`src/rtl/keypad_matrix_scanner.sv`:
```
// 4x4 active-low keypad scanner with ghost rejection, frame debouncing and one-cycle key_valid.
// Optional auto-repeat while a key is held is enabled by defining KEYPAD_REPEAT_EN.
module keypad_matrix_scanner #(
    parameter int unsigned DEBOUNCE_SCANS = 3,
    parameter int unsigned REPEAT_DELAY   = 250,
    parameter int unsigned REPEAT_RATE    = 50
) (
    input  logic       clk,
    input  logic       rst,
    input  logic       scan_clk,
    input  logic [3:0] row_n,
    output logic [3:0] col_n,
    output logic [3:0] key_code,
    output logic       key_valid,
    output logic       key_held
);

    localparam int unsigned     CntW   = $clog2(DEBOUNCE_SCANS + 1);
    localparam logic [CntW-1:0] DebMax = CntW'(DEBOUNCE_SCANS);
    localparam logic [CntW-1:0] CntOne = CntW'(1);

    if (DEBOUNCE_SCANS < 2 || REPEAT_RATE == 0 || REPEAT_RATE > REPEAT_DELAY) begin : g_bad_cfg
        $error("keypad_matrix_scanner: unsupported parameter combination");
    end

    typedef enum logic [1:0] {StIdle, StDebounce, StHeld, StRelease} state_e;

    logic [1:0]      scan_sync_q, scan_sync_d;
    logic            scan_prev_q, scan_prev_d;
    logic [3:0]      row_s1_q, row_s1_d, row_s2_q, row_s2_d;
    logic [1:0]      col_idx_q, col_idx_d;
    logic [1:0]      acc_cnt_q, acc_cnt_d;
    logic [3:0]      acc_code_q, acc_code_d;
    state_e          state_q, state_d;
    logic [CntW-1:0] cnt_q, cnt_d, cnt_inc;
    logic [3:0]      cand_q, cand_d;
    logic [3:0]      key_code_q, key_code_d;
    logic            key_valid_q, key_valid_d;

    logic       tick, frame_done, is_single, is_none, accept;
    logic [1:0] col_low, col_row;
    logic [2:0] frame_low;
    logic [3:0] frame_code;

    always_comb begin
        scan_sync_d = {scan_sync_q[0], scan_clk};
        scan_prev_d = scan_sync_q[1];
        row_s1_d    = row_n;
        row_s2_d    = row_s1_q;
        tick        = scan_sync_q[1] & ~scan_prev_q;
    end

    // Low-row count for the column being sampled, saturating at 2 (ghost / multi-key).
    always_comb begin
        col_low = 2'd0;
        col_row = 2'd0;
        for (int r = 0; r < 4; r++) begin
            if (!row_s2_q[r]) begin
                col_row = 2'(r);
                if (col_low != 2'd2) col_low = col_low + 2'd1;
            end
        end
        frame_low  = {1'b0, acc_cnt_q} + {1'b0, col_low};
        frame_done = tick && (col_idx_q == 2'd3);
        is_single  = (frame_low == 3'd1);
        is_none    = (frame_low == 3'd0);
        frame_code = (col_low == 2'd1) ? {col_row, col_idx_q} : acc_code_q;
    end

    always_comb begin
        col_idx_d  = col_idx_q;
        acc_cnt_d  = acc_cnt_q;
        acc_code_d = acc_code_q;
        if (tick) begin
            col_idx_d = col_idx_q + 2'd1;
            if (frame_done) begin
                acc_cnt_d  = 2'd0;
                acc_code_d = 4'd0;
            end else begin
                acc_cnt_d = (frame_low >= 3'd2) ? 2'd2 : frame_low[1:0];
                if (col_low == 2'd1) acc_code_d = {col_row, col_idx_q};
            end
        end
    end

    always_comb begin
        state_d    = state_q;
        cnt_d      = cnt_q;
        cand_d     = cand_q;
        key_code_d = key_code_q;
        accept     = 1'b0;
        cnt_inc    = (cnt_q < DebMax) ? cnt_q + CntOne : cnt_q;
        if (frame_done) begin
            unique case (state_q)
                StIdle: begin
                    if (is_single) begin
                        state_d = StDebounce;
                        cand_d  = frame_code;
                        cnt_d   = CntOne;
                    end
                end
                StDebounce: begin
                    if (is_single && frame_code == cand_q) begin
                        cnt_d = cnt_inc;
                        if (cnt_inc == DebMax) begin
                            state_d    = StHeld;
                            key_code_d = cand_q;
                            accept     = 1'b1;
                            cnt_d      = '0;
                        end
                    end else if (is_single) begin
                        cand_d = frame_code;
                        cnt_d  = CntOne;
                    end else begin
                        state_d = StIdle;
                        cnt_d   = '0;
                    end
                end
                StHeld: begin
                    if (!(is_single && frame_code == key_code_q)) begin
                        state_d = StRelease;
                        cnt_d   = is_none ? CntOne : '0;
                    end
                end
                StRelease: begin
                    if (is_none) begin
                        cnt_d = cnt_inc;
                        if (cnt_inc == DebMax) begin
                            state_d = StIdle;
                            cnt_d   = '0;
                        end
                    end else if (is_single && frame_code == key_code_q) begin
                        state_d = StHeld;
                        cnt_d   = '0;
                    end else begin
                        cnt_d = '0;
                    end
                end
                default: begin
                    state_d = StIdle;
                    cnt_d   = '0;
                end
            endcase
        end
    end

`ifdef KEYPAD_REPEAT_EN
    localparam int unsigned     RepW      = $clog2(REPEAT_DELAY + 1);
    localparam logic [RepW-1:0] RepMax    = RepW'(REPEAT_DELAY);
    localparam logic [RepW-1:0] RepReload = RepW'(REPEAT_DELAY - REPEAT_RATE);

    logic [RepW-1:0] rep_cnt_q, rep_cnt_d, rep_inc;
    logic            rep_fire;

    // Survives a RELEASE->HELD bounce; only a fall back to IDLE/DEBOUNCE clears it.
    always_comb begin
        rep_cnt_d = rep_cnt_q;
        rep_fire  = 1'b0;
        rep_inc   = rep_cnt_q + RepW'(1);
        if (frame_done) begin
            if (state_q == StHeld && state_d == StHeld) begin
                if (rep_inc == RepMax) begin
                    rep_fire  = 1'b1;
                    rep_cnt_d = RepReload;
                end else begin
                    rep_cnt_d = rep_inc;
                end
            end else if (state_d == StIdle || state_d == StDebounce) begin
                rep_cnt_d = '0;
            end
        end
        key_valid_d = accept | rep_fire;
    end

    always_ff @(posedge clk) begin
        if (rst) rep_cnt_q <= '0;
        else     rep_cnt_q <= rep_cnt_d;
    end
`else
    always_comb key_valid_d = accept;
`endif

    always_ff @(posedge clk) begin
        if (rst) begin
            scan_sync_q <= 2'b00;
            scan_prev_q <= 1'b0;
            row_s1_q    <= 4'hF;
            row_s2_q    <= 4'hF;
            col_idx_q   <= 2'd0;
            acc_cnt_q   <= 2'd0;
            acc_code_q  <= 4'd0;
            state_q     <= StIdle;
            cnt_q       <= '0;
            cand_q      <= 4'd0;
            key_code_q  <= 4'd0;
            key_valid_q <= 1'b0;
        end else begin
            scan_sync_q <= scan_sync_d;
            scan_prev_q <= scan_prev_d;
            row_s1_q    <= row_s1_d;
            row_s2_q    <= row_s2_d;
            col_idx_q   <= col_idx_d;
            acc_cnt_q   <= acc_cnt_d;
            acc_code_q  <= acc_code_d;
            state_q     <= state_d;
            cnt_q       <= cnt_d;
            cand_q      <= cand_d;
            key_code_q  <= key_code_d;
            key_valid_q <= key_valid_d;
        end
    end

    always_comb begin
        col_n     = ~(4'b0001 << col_idx_q);
        key_code  = key_code_q;
        key_valid = key_valid_q;
        key_held  = (state_q == StHeld) || (state_q == StRelease);
    end

endmodule

```
`config.mk`:
```
export PLATFORM = sky130hd
export DESIGN_NAME = keypad_matrix_scanner
export DESIGN_NICKNAME = d
export VERILOG_FILES = /design/src/rtl/keypad_matrix_scanner.sv
export SDC_FILE = /design/constraint.sdc
export NUM_CORES = 1
export LEC_CHECK = 0
export ABC_CLOCK_PERIOD_IN_PS = 3710
export CAP_MARGIN = 20
export CORE_ASPECT_RATIO = 0.8
export CORE_MARGIN = 2
export CORE_UTILIZATION = 29
export DETAILED_ROUTE_END_ITERATION = 12
export PLACE_DENSITY_LB_ADDON = 0.05
export SLEW_MARGIN = 20
export SYNTH_ARGS = -nofsm -noshare
export SYNTH_HDL_FRONTEND = slang
export SYNTH_SLANG_ARGS = --single-unit
```
`constraint.sdc`:
```
create_clock -name clk -period 3.71 [get_ports clk]
set_clock_uncertainty 0.15 [all_clocks]
set_input_delay 0.5565 -clock clk [delete_from_list [all_inputs] [get_ports clk]]
set_output_delay 0.5565 -clock clk [all_outputs]
set_load 0.1 [all_outputs]
```
After elaboration in Yosys (flattened, before gate mapping)
Index checks and enable logic that the tools add are counted.
- order comparisons: 2
- multiplexer cells: 35
- reductions and logical operators: 12
- $add $sub $neg: 6
- multipliers: 0
- bitwise operators: 6
- shift operators: 1
- equal/unequal tests: 19
- divide/modulo/power cells: 0
- operator list (operator ; number):
    two-way mux 2 bit ; 23
    two-way mux 4 bit ; 4
    case mux 2 bit (4 select lines) ; 2
    != test 2 bit (second input constant) ; 6
    != test 3 bit (second input constant) ; 4
    adder 2 x 1 -> 2 bit (second input constant) ; 5
    equality test 2 bit (second input constant) ; 4
    equality test 4 bit ; 2
    case mux 4 bit (2 select lines) ; 1
    AND reduction 7 bit ; 1
    AND reduction 3 bit ; 2
    two-way mux 1 bit ; 5
    equality test 2 x 1 -> 1 bit (second input constant) ; 2
    inverter 1 bit ; 4
    inverter 4 bit ; 1
    AND reduction 4 bit ; 1
    OR reduction 4 bit ; 1
    left shift 1 x 2 -> 4 bit (first input constant) ; 1
    adder 2 x 2 -> 3 bit ; 1
    equality test 3 x 1 -> 1 bit (second input constant) ; 1
    greater-or-equal comparator 3 x 2 -> 1 bit (second input constant) ; 1
    logical AND 1 bit ; 3
    logical NOT 3 bit ; 1
    logical NOT 2 bit ; 1
    other kinds (4) ; 4
- logic and storage cells: 93
- latch bits: 0
- memory bits (read-only): 0
- output and inout bits: 10
- memories: 0
- memory bits (writable): 0
- bits in registers: 32

Depth between registers and ports, before layout
Gate-level depths: netlist (run 1).
- depth after elaboration: 17
- depth in mapped cells: 15
- mapped depth without buffers: 15

Worst setup path before layout (run 1)
No wires, ideal clock.
- path kind: reg-to-reg
- start: reg row_s2_q[1]
- end: reg key_code_q[2], in the netlist key_code[2]
- stages on the path, launching flop included: 15
- period minus slack after synthesis: 3312 ps
- arrival time: 3046 ps
- setup slack: 398 ps
- library setup time: 116 ps
- required time: 3444 ps
- cell sequence: dfxtp_1 inv_1 ha_1 mux2i_1 ha_1 nor2_1 a21oi_1 ha_1 fa_1 nor2_1 nand2_1 nor3_1 nand3_1 or2_1 a31o_2
- longest elaborated chain between the ends: 12
- ends and longest elaborated chain (what ; line ; source):
    from (decl) ; 30 ; logic [3:0] row_s1_q, row_s1_d, row_s2_q, row_s2_d;
    from (signal assigned) ; 201 ; row_s2_q <= row_s2_d;
    two-way mux 2 bit ; 58 ; if (!row_s2_q[r]) begin
    adder 2 x 1 -> 2 bit / != test 2 bit (equally long branches) ; 60 ; if (col_low != 2'd2) col_low = col_low + 2'd1;
    two-way mux 2 bit ; 60 ;
    two-way mux 2 bit ; 58 ;
    adder 2 x 1 -> 2 bit / != test 2 bit (equally long branches) ; 60 ;
    two-way mux 2 bit ; 60 ;
    two-way mux 2 bit ; 58 ;
    equality test 2 x 1 -> 1 bit ; 67 ; frame_code = (col_low == 2'd1) ? {col_row, col_idx_q} : acc_code_q;
    two-way mux 4 bit ; 67 ;
    equality test 4 bit ; 103 ; if (is_single && frame_code == cand_q) begin
    logical AND 1 bit * ; 103 ;
    AND reduction 4 bit (no line) * ; n/a ;
    to (signal assigned) ; 208 ; key_code_q <= key_code_d;
    to (decl) ; 37 ; logic [3:0] key_code_q, key_code_d;
Every way passes the cells marked *; elsewhere a longest branch is shown, timed or not.
A chain may end at the register's enable or synchronous reset.

Worst setup path in the final report (run 1)
- start: reg row_s2_q[1]
- end: reg cnt_q[1]
- longest elaborated chain between the ends: 13
- ends and longest elaborated chain (what ; line ; source):
    two-way mux 2 bit ; 58 ;
    adder 2 x 1 -> 2 bit / != test 2 bit (equally long branches) ; 60 ;
    two-way mux 2 bit ; 60 ;
    two-way mux 2 bit ; 58 ;
    adder 2 x 1 -> 2 bit / != test 2 bit (equally long branches) ; 60 ;
    two-way mux 2 bit ; 60 ;
    two-way mux 2 bit ; 58 ;
    equality test 2 x 1 -> 1 bit ; 67 ;
    two-way mux 4 bit ; 67 ;
    equality test 4 bit (on tied branches) ; 103, 120 ;
    logical AND 1 bit (on tied branches) ; 103, 120 ;
    two-way mux 2 bit / != test 2 bit (equally long branches) ; n/a ;
    case mux 2 bit (4 select lines) / AND reduction 3 bit (equally long branches) ; n/a ;
    to (signal assigned) ; 206 ; cnt_q <= cnt_d;
    to (decl) ; 35 ; logic [CntW-1:0] cnt_q, cnt_d, cnt_inc;
Several ways; a longest one is shown, not always the timed one.

==> results of run 1 <==
-- final cells by class --
cell class / count / area [um^2] / share of cell area [%]
flip-flops and latches: 32 / 640.6 / 32.57
well taps: 65 / 81.33 / 4.135
inverters: 15 / 56.30 / 2.863
clock inverters: 1 / 30.03 / 1.527
multi-input cells: 118 / 874.6 / 44.47
repair buffers: 21 / 187.7 / 9.542
clock buffers: 7 / 96.34 / 4.898
-- power breakdown --
group | leakage (nW) | internal [mW] | switching [mW]
registers | 0.260 | 0.351 | 0.00452
logic | 0.453 | 0.0414 | 0.0613
clock network | 0.0645 | 0.237 | 0.134
-- critical path, delay by kind of cell (launching register included) --
family	cells	cell delay, ns
AOI/OAI and AO/OA	3	0.60
adders and majority gates	4	1.12
buffers and inverters	1	0.06
DFF	1	0.36
muxes	1	0.19
and+or+nand+nor	5	0.93
-- per-layer routing --
metal,routed length [um],vias to the layer above
met2,1604,19
met3,121,7
met4,73,0
li1,-,647
met5,0,-
met1,1617,619
-- sequential cells by signal (all words and copies together) (netlist names), 4 cells and up --
name and cells:
row_s2_q 4, key_code 4, row_s1_q 4, acc_code_q 4, cand_q 4
-- through the flow --
stage / std cells / area (um^2) / utilization [%] / power (mW)
floorplan: 172 / 1605 / - / 0.4354
global placement: 251 / 1833 / 33.91 / 0.4624
detailed placement: 251 / 1833 / 33.91 / 0.4649
CTS: 259 / 1959 / 36.25 / 0.8406
global route: 259 / 1967 / 36.39 / 0.8751
finish: 259 / 1967 / 36.39 / 0.8285
-- synthesized netlist by cell type (all sizes together), types with 4 or more instances --
cell and number:
ha 8, mux2i 6, a21oi 7, nand2 9, a22oi 5, nor2 17
or2 9, a31o 4, inv 14, clkbuf 5, xnor2 6, nor3 5
dfxtp 32
-- logic make-up after synthesis --
| kind of cell | after synthesis | synth area share (%) |
|---|---|---|
| xor+xnor | 9 | 4.911 |
| fa+ha+maj | 9 | 7.483 |
| compound gates | 30 | 14.73 |
| flops | 32 | 39.91 |
| simple gates | 62 | 21.51 |
| mux | 8 | 5.378 |
| buf+inv | 22 | 6.079 |
-- worst max path at each step --
stage	startpoint	end	slack (ns)	cells after the start
after global routing	row_s2_q[1]	cnt_q[1]	0.02	14
after global placement	row_s2_q[1]	cnt_q[0]	0.32	14
final	row_s2_q[1]	cnt_q[1]	0.23	14
after CTS	row_s2_q[1]	cnt_q[1]	0.14	14
after detailed placement	row_s2_q[1]	cnt_q[1]	0.17	14
after floorplan	row_s2_q[1]	key_code[2]	0.40	14
-- timing repair --
action | 4_1_cts | 5_1_grt
resized for setup | 0 | 2
setup endpoints to repair | 0 | 7
endpoints found under the hold margin | 0 | 0
==> results.yml, run 1 <==
routing:
  antenna_left: 0
  vias: 1292
  drtIter0Drc: 58
  firstDrtPassIters: 4
  routed_wl_um: 3416
  drt-wirelength-per-cell_um: 13.19
  viasPerCell: 4.988
  route.detailed.drc: 0
critical_path:
  timing.rr.start: "row_s2_q[1]"
  worst-path-max-fanout: 4
  reg2reg_depth: 14
  r2r_end: "cnt_q[1]"
  required_ns: 3.79
  crit_path_end_kind: "flip-flop"
  cp.arrival_ns: 3.56
  timing.reg2reg.setup_slack_ns: 0.23
  cp-start-kind: "flip-flop"
  path_common_cell: "ha_1"
  crit_chain: "inv_1 > ha_1 > mux2i_1 > ha_1 > nor2_1 > a21oi_1 > ha_1 > fa_1 > nor2_4 > and2_1 > nand2_1 > or4_4 > o311ai_4 > a32o_1"
  critPathMaxStageDelay_ns: 0.46
  critPathKind: "flip-flop to flip-flop"
  crit_slowest_cell: "fa_1"
sta:
  fin_ws_ns: 0.2262
  maxSlewHeadroom_pct: 35.25
  hold_viol_final: 0
  worst_pin_slew_ns: 0.9682
  hold-worst-slack_ns: 0.2584
  fin_setup_tns_ns: 0
  timing.final.crit_share_pct: 93.90
  slew_viol_final: 0
  period_needed_ns: 3.484
  setup_violations: 0
  max_freq_ghz: 0.2870
  rsz0062_at_grt: "false"
clock_tree:
  cts_hold_buf: 0
  cts_setup_buffers: 0
  cts_tree: "yes"
  htreeDepth: 2
  clkLatencyLatePin_ns: 0.29
  numCtsBuffers: 5
  cts.path.max_buffers: 2
  path_clk_slew_ns: 0.07
  clock_sinks: 32
  cts_root_buf: "clkbuf_8"
floorplanning:
  row_count: 24
  ios: 17
  start_util_pct: 29.70
  die_y_um: 70.55
  die-area_um2: 6150
  core_um2: 5405
  dieWidth_um: 87.18
finish:
  area.growth.synth_to_final_pct: 22.53
  layout-drive-gt1-share_pct: 19.59
  antenna_cells: 0
  fillers: 549
  finalNetCount: 209
  layout_commonest_cell: "dfxtp_1"
  final_cell_mix: "dfxtp_1, nor2_1, inv_1, clkdlybuf4s50_1"
min_path:
  hold_depth: 1
  hold_end: "row_s2_q[3]"
  min-delay-start: "row_s1_q[3]"
  hold_path.class: "flip-flop to flip-flop"
power:
  max-vdd-ir-drop_mv: 0.1712
  p_leak_nw: 0.7776
  power_density_nw_per_um2: 421.2
yosys:
  yosys_most_used_dff: "dfxtp_1"
  synthesis.area_um2: 1605
  synth-seq-cells: 32
  synthDistinctLibCells: 45
  yosys_warnings: 0
  ys_async_sr_fraction_pct: 0
  syn_inst: 172
  avgSynthCellArea_um2: 9.333
  synth_edf_count: 0
  synth_top_area_share_pct: 39.91
  syn_nets: 188
  yosys.area.top_type: "dfxtp_1"
  ys_seq_area_share_pct: 39.91
  synth_area_leaders: "dfxtp_1, ha_1, nor2_1"
place:
  gp_congestion: 0.8199
  portBuffers: 16
  pre_cts_slack_ns: 0.1731
  place_hpwl_um: 2617
flow_run:
  drv_cap: 0
global_routing:
  grt.met3_usage_pct: 3.267
  busiest_layer: "met2"
  grt_pass1_wl_um: 5892
  grt_usage_pct: 12.46
  antenna_found_initial: 0
  met2_usage_pct: 18.58
  grt_overflow_total: 0
  grt_use_met1_pct: 16.59
  grt_max_degree: 30
  grt_pass1_vias: 1239
run_status:
  status: "complete, no violations"
No activity file was read; power rests on OpenSTA's default activity.
==> run 2: changes to the inputs <==
- REMOVE_ABC_BUFFERS: not set -> 1
==> results.yml, run 2 (same netlist as run 1, synthesis figures left out) <==
clock_tree:
  clock_sinks: 32
  cts_tree: "yes"
  cts.path.max_buffers: 2
  cts_hold_buf: 0
  htreeDepth: 2
  clkLatencyLatePin_ns: 0.29
  cts_root_buf: "clkbuf_8"
  numCtsBuffers: 5
  path_clk_slew_ns: 0.07
finish:
  seqCellArea_um2: 640.6
  layout-drive-gt1-share_pct: 20.00
  fillers: 548
  finalNetCount: 210
  antenna_cells: 0
  layout_commonest_cell: "dfxtp_1"
  area.growth.synth_to_final_pct: 20.26
  multi_input_area_um2: 869.6
  final_cell_mix: "dfxtp_1, nor2_1, inv_1, clkdlybuf4s50_1, buf_4"
routing:
  firstDrtPassIters: 5
  antenna_left: 0
  route.detailed.drc: 0
  viasPerCell: 4.773
  drtIter0Drc: 46
  routed_wl_um: 3251
  vias: 1241
  drt-wirelength-per-cell_um: 12.50
critical_path:
  cp.arrival_ns: 3.44
  crit_path_end_kind: "flip-flop"
  cp-start-kind: "flip-flop"
  cp-startpoint: "row_s2_q[1]"
  r2r_end: "key_code[0]"
  crit_end: "key_code[0]"
  critPathKind: "flip-flop to flip-flop"
  timing.reg2reg.setup_slack_ns: 0.30
  reg2reg_depth: 14
  timing.rr.start: "row_s2_q[1]"
  required_ns: 3.74
  worst-path-max-fanout: 5
floorplanning:
  die_y_um: 70.55
  core_um2: 5405
  dieWidth_um: 87.18
  row_count: 24
  ios: 17
  start_util_pct: 29.70
  die-area_um2: 6150
power:
  power_density_nw_per_um2: 374.6
  p_leak_nw: 0.7647
  max-vdd-ir-drop_mv: 0.1474
global_routing:
  grt_pass1_wl_um: 5568
  grt_max_degree: 29
  grt_pass1_vias: 1140
  antenna_found_initial: 0
  grt_overflow_total: 0
  grt_usage_pct: 11.69
sta:
  worst_pin_slew_ns: 0.9799
  maxSlewHeadroom_pct: 34.47
  max_freq_ghz: 0.2933
  rsz0062_at_grt: "false"
  setup_violations: 0
  hold_viol_final: 0
  period_needed_ns: 3.410
  timing.final.crit_share_pct: 91.91
  hold-worst-slack_ns: 0.2565
  fin_setup_tns_ns: 0
  slew_viol_final: 0
place:
  portBuffers: 16
  place_hpwl_um: 2431
  gp_congestion: 0.7883
run_status:
  status: "complete, no violations"
min_path:
  hold_path.class: "flip-flop to flip-flop"
flow_run:
  drv_cap: 0
-- run 2: cell types whose count changed in the layout (fill, tap and decap cells not counted) --
cell | previous run | this run
clkinv_4 | 0 | 1
clkinv_2 | 0 | 2
buf_4 | 9 | 10
clkbuf_8 | 7 | 5
nor2_4 | 1 | 0
nor2_2 | 0 | 1
bufinv_16 | 1 | 0
-- run 2: repair_timing --
action | 4_1_cts | 5_1_grt
buffers inserted | 0 | 3
setup endpoints to repair | 0 | 5
resized for setup | 0 | 1
-- run 2: stage by stage --
stage                     worst slack, ns  total power, mW  util, %  cells  cell area [um^2]
after floorplan                    0.3870           0.4299        -    165              1564
after global placement             0.2989           0.4580    33.63    249              1818
after detailed placement           0.2612           0.4585    33.63    249              1818
after CTS                          0.2369           0.7295    35.25    257              1906
after global routing             0.008636           0.7610    35.72    260              1931
final                              0.3002           0.7232    35.72    260              1931
-- run 2: worst min-delay path by stage --
stage                 from     endpoint  depth (start not counted)
5_1_grt        row_s1_q[3]  row_s2_q[3]                          1
4_1_cts        row_s1_q[1]  row_s2_q[1]                          1
3_5_place_dp   row_s1_q[1]  row_s2_q[1]                          1
3_3_place_gp   row_s1_q[1]  row_s2_q[1]                          1
2_1_floorplan  row_s1_q[0]  row_s2_q[0]                          1
6_report       row_s1_q[1]  row_s2_q[1]                          1
-- run 2: critical path, stage by stage (launching register included) --
cell,delay [ns]
dfxtp_1,0.37
inv_1,0.05
ha_1,0.28
mux2i_1,0.20
ha_1,0.19
nor2_1,0.04
a21oi_1,0.12
ha_1,0.17
fa_1,0.44
nor2_2,0.17
nand2_1,0.12
nor3_1,0.25
nand3_1,0.17
or2_1,0.32
a31o_2,0.26
-- run 2: per-layer routing --
| metal | up-vias | track usage (%) | routed length (um) |
|---|---|---|---|
| li1 | 640 | - | - |
| met1 | 571 | 16.59 | 1704 |
| met2 | 24 | 15.69 | 1335 |
| met3 | 6 | 4.201 | 159 |
| met4 | 0 | 5.470 | 53 |
| met5 | - | 0 | 0 |
-- run 2: layout make-up --
type / count / share of cell area (%)
clock buffer: 5 / 3.564
clock inverter: 3 / 0.9721
inverter: 15 / 2.916
multi-input combinational: 118 / 45.04
sequential: 32 / 33.18
tap: 65 / 4.213
timing repair buffer: 22 / 10.11
-- run 2: power by group --
part	total, mW	internal (mW)	switching (mW)
Combinational	0.102	0.0420	0.0603
Sequential	0.355	0.351	0.00477
Clock	0.266	0.131	0.135
Total	0.723	0.523	0.200
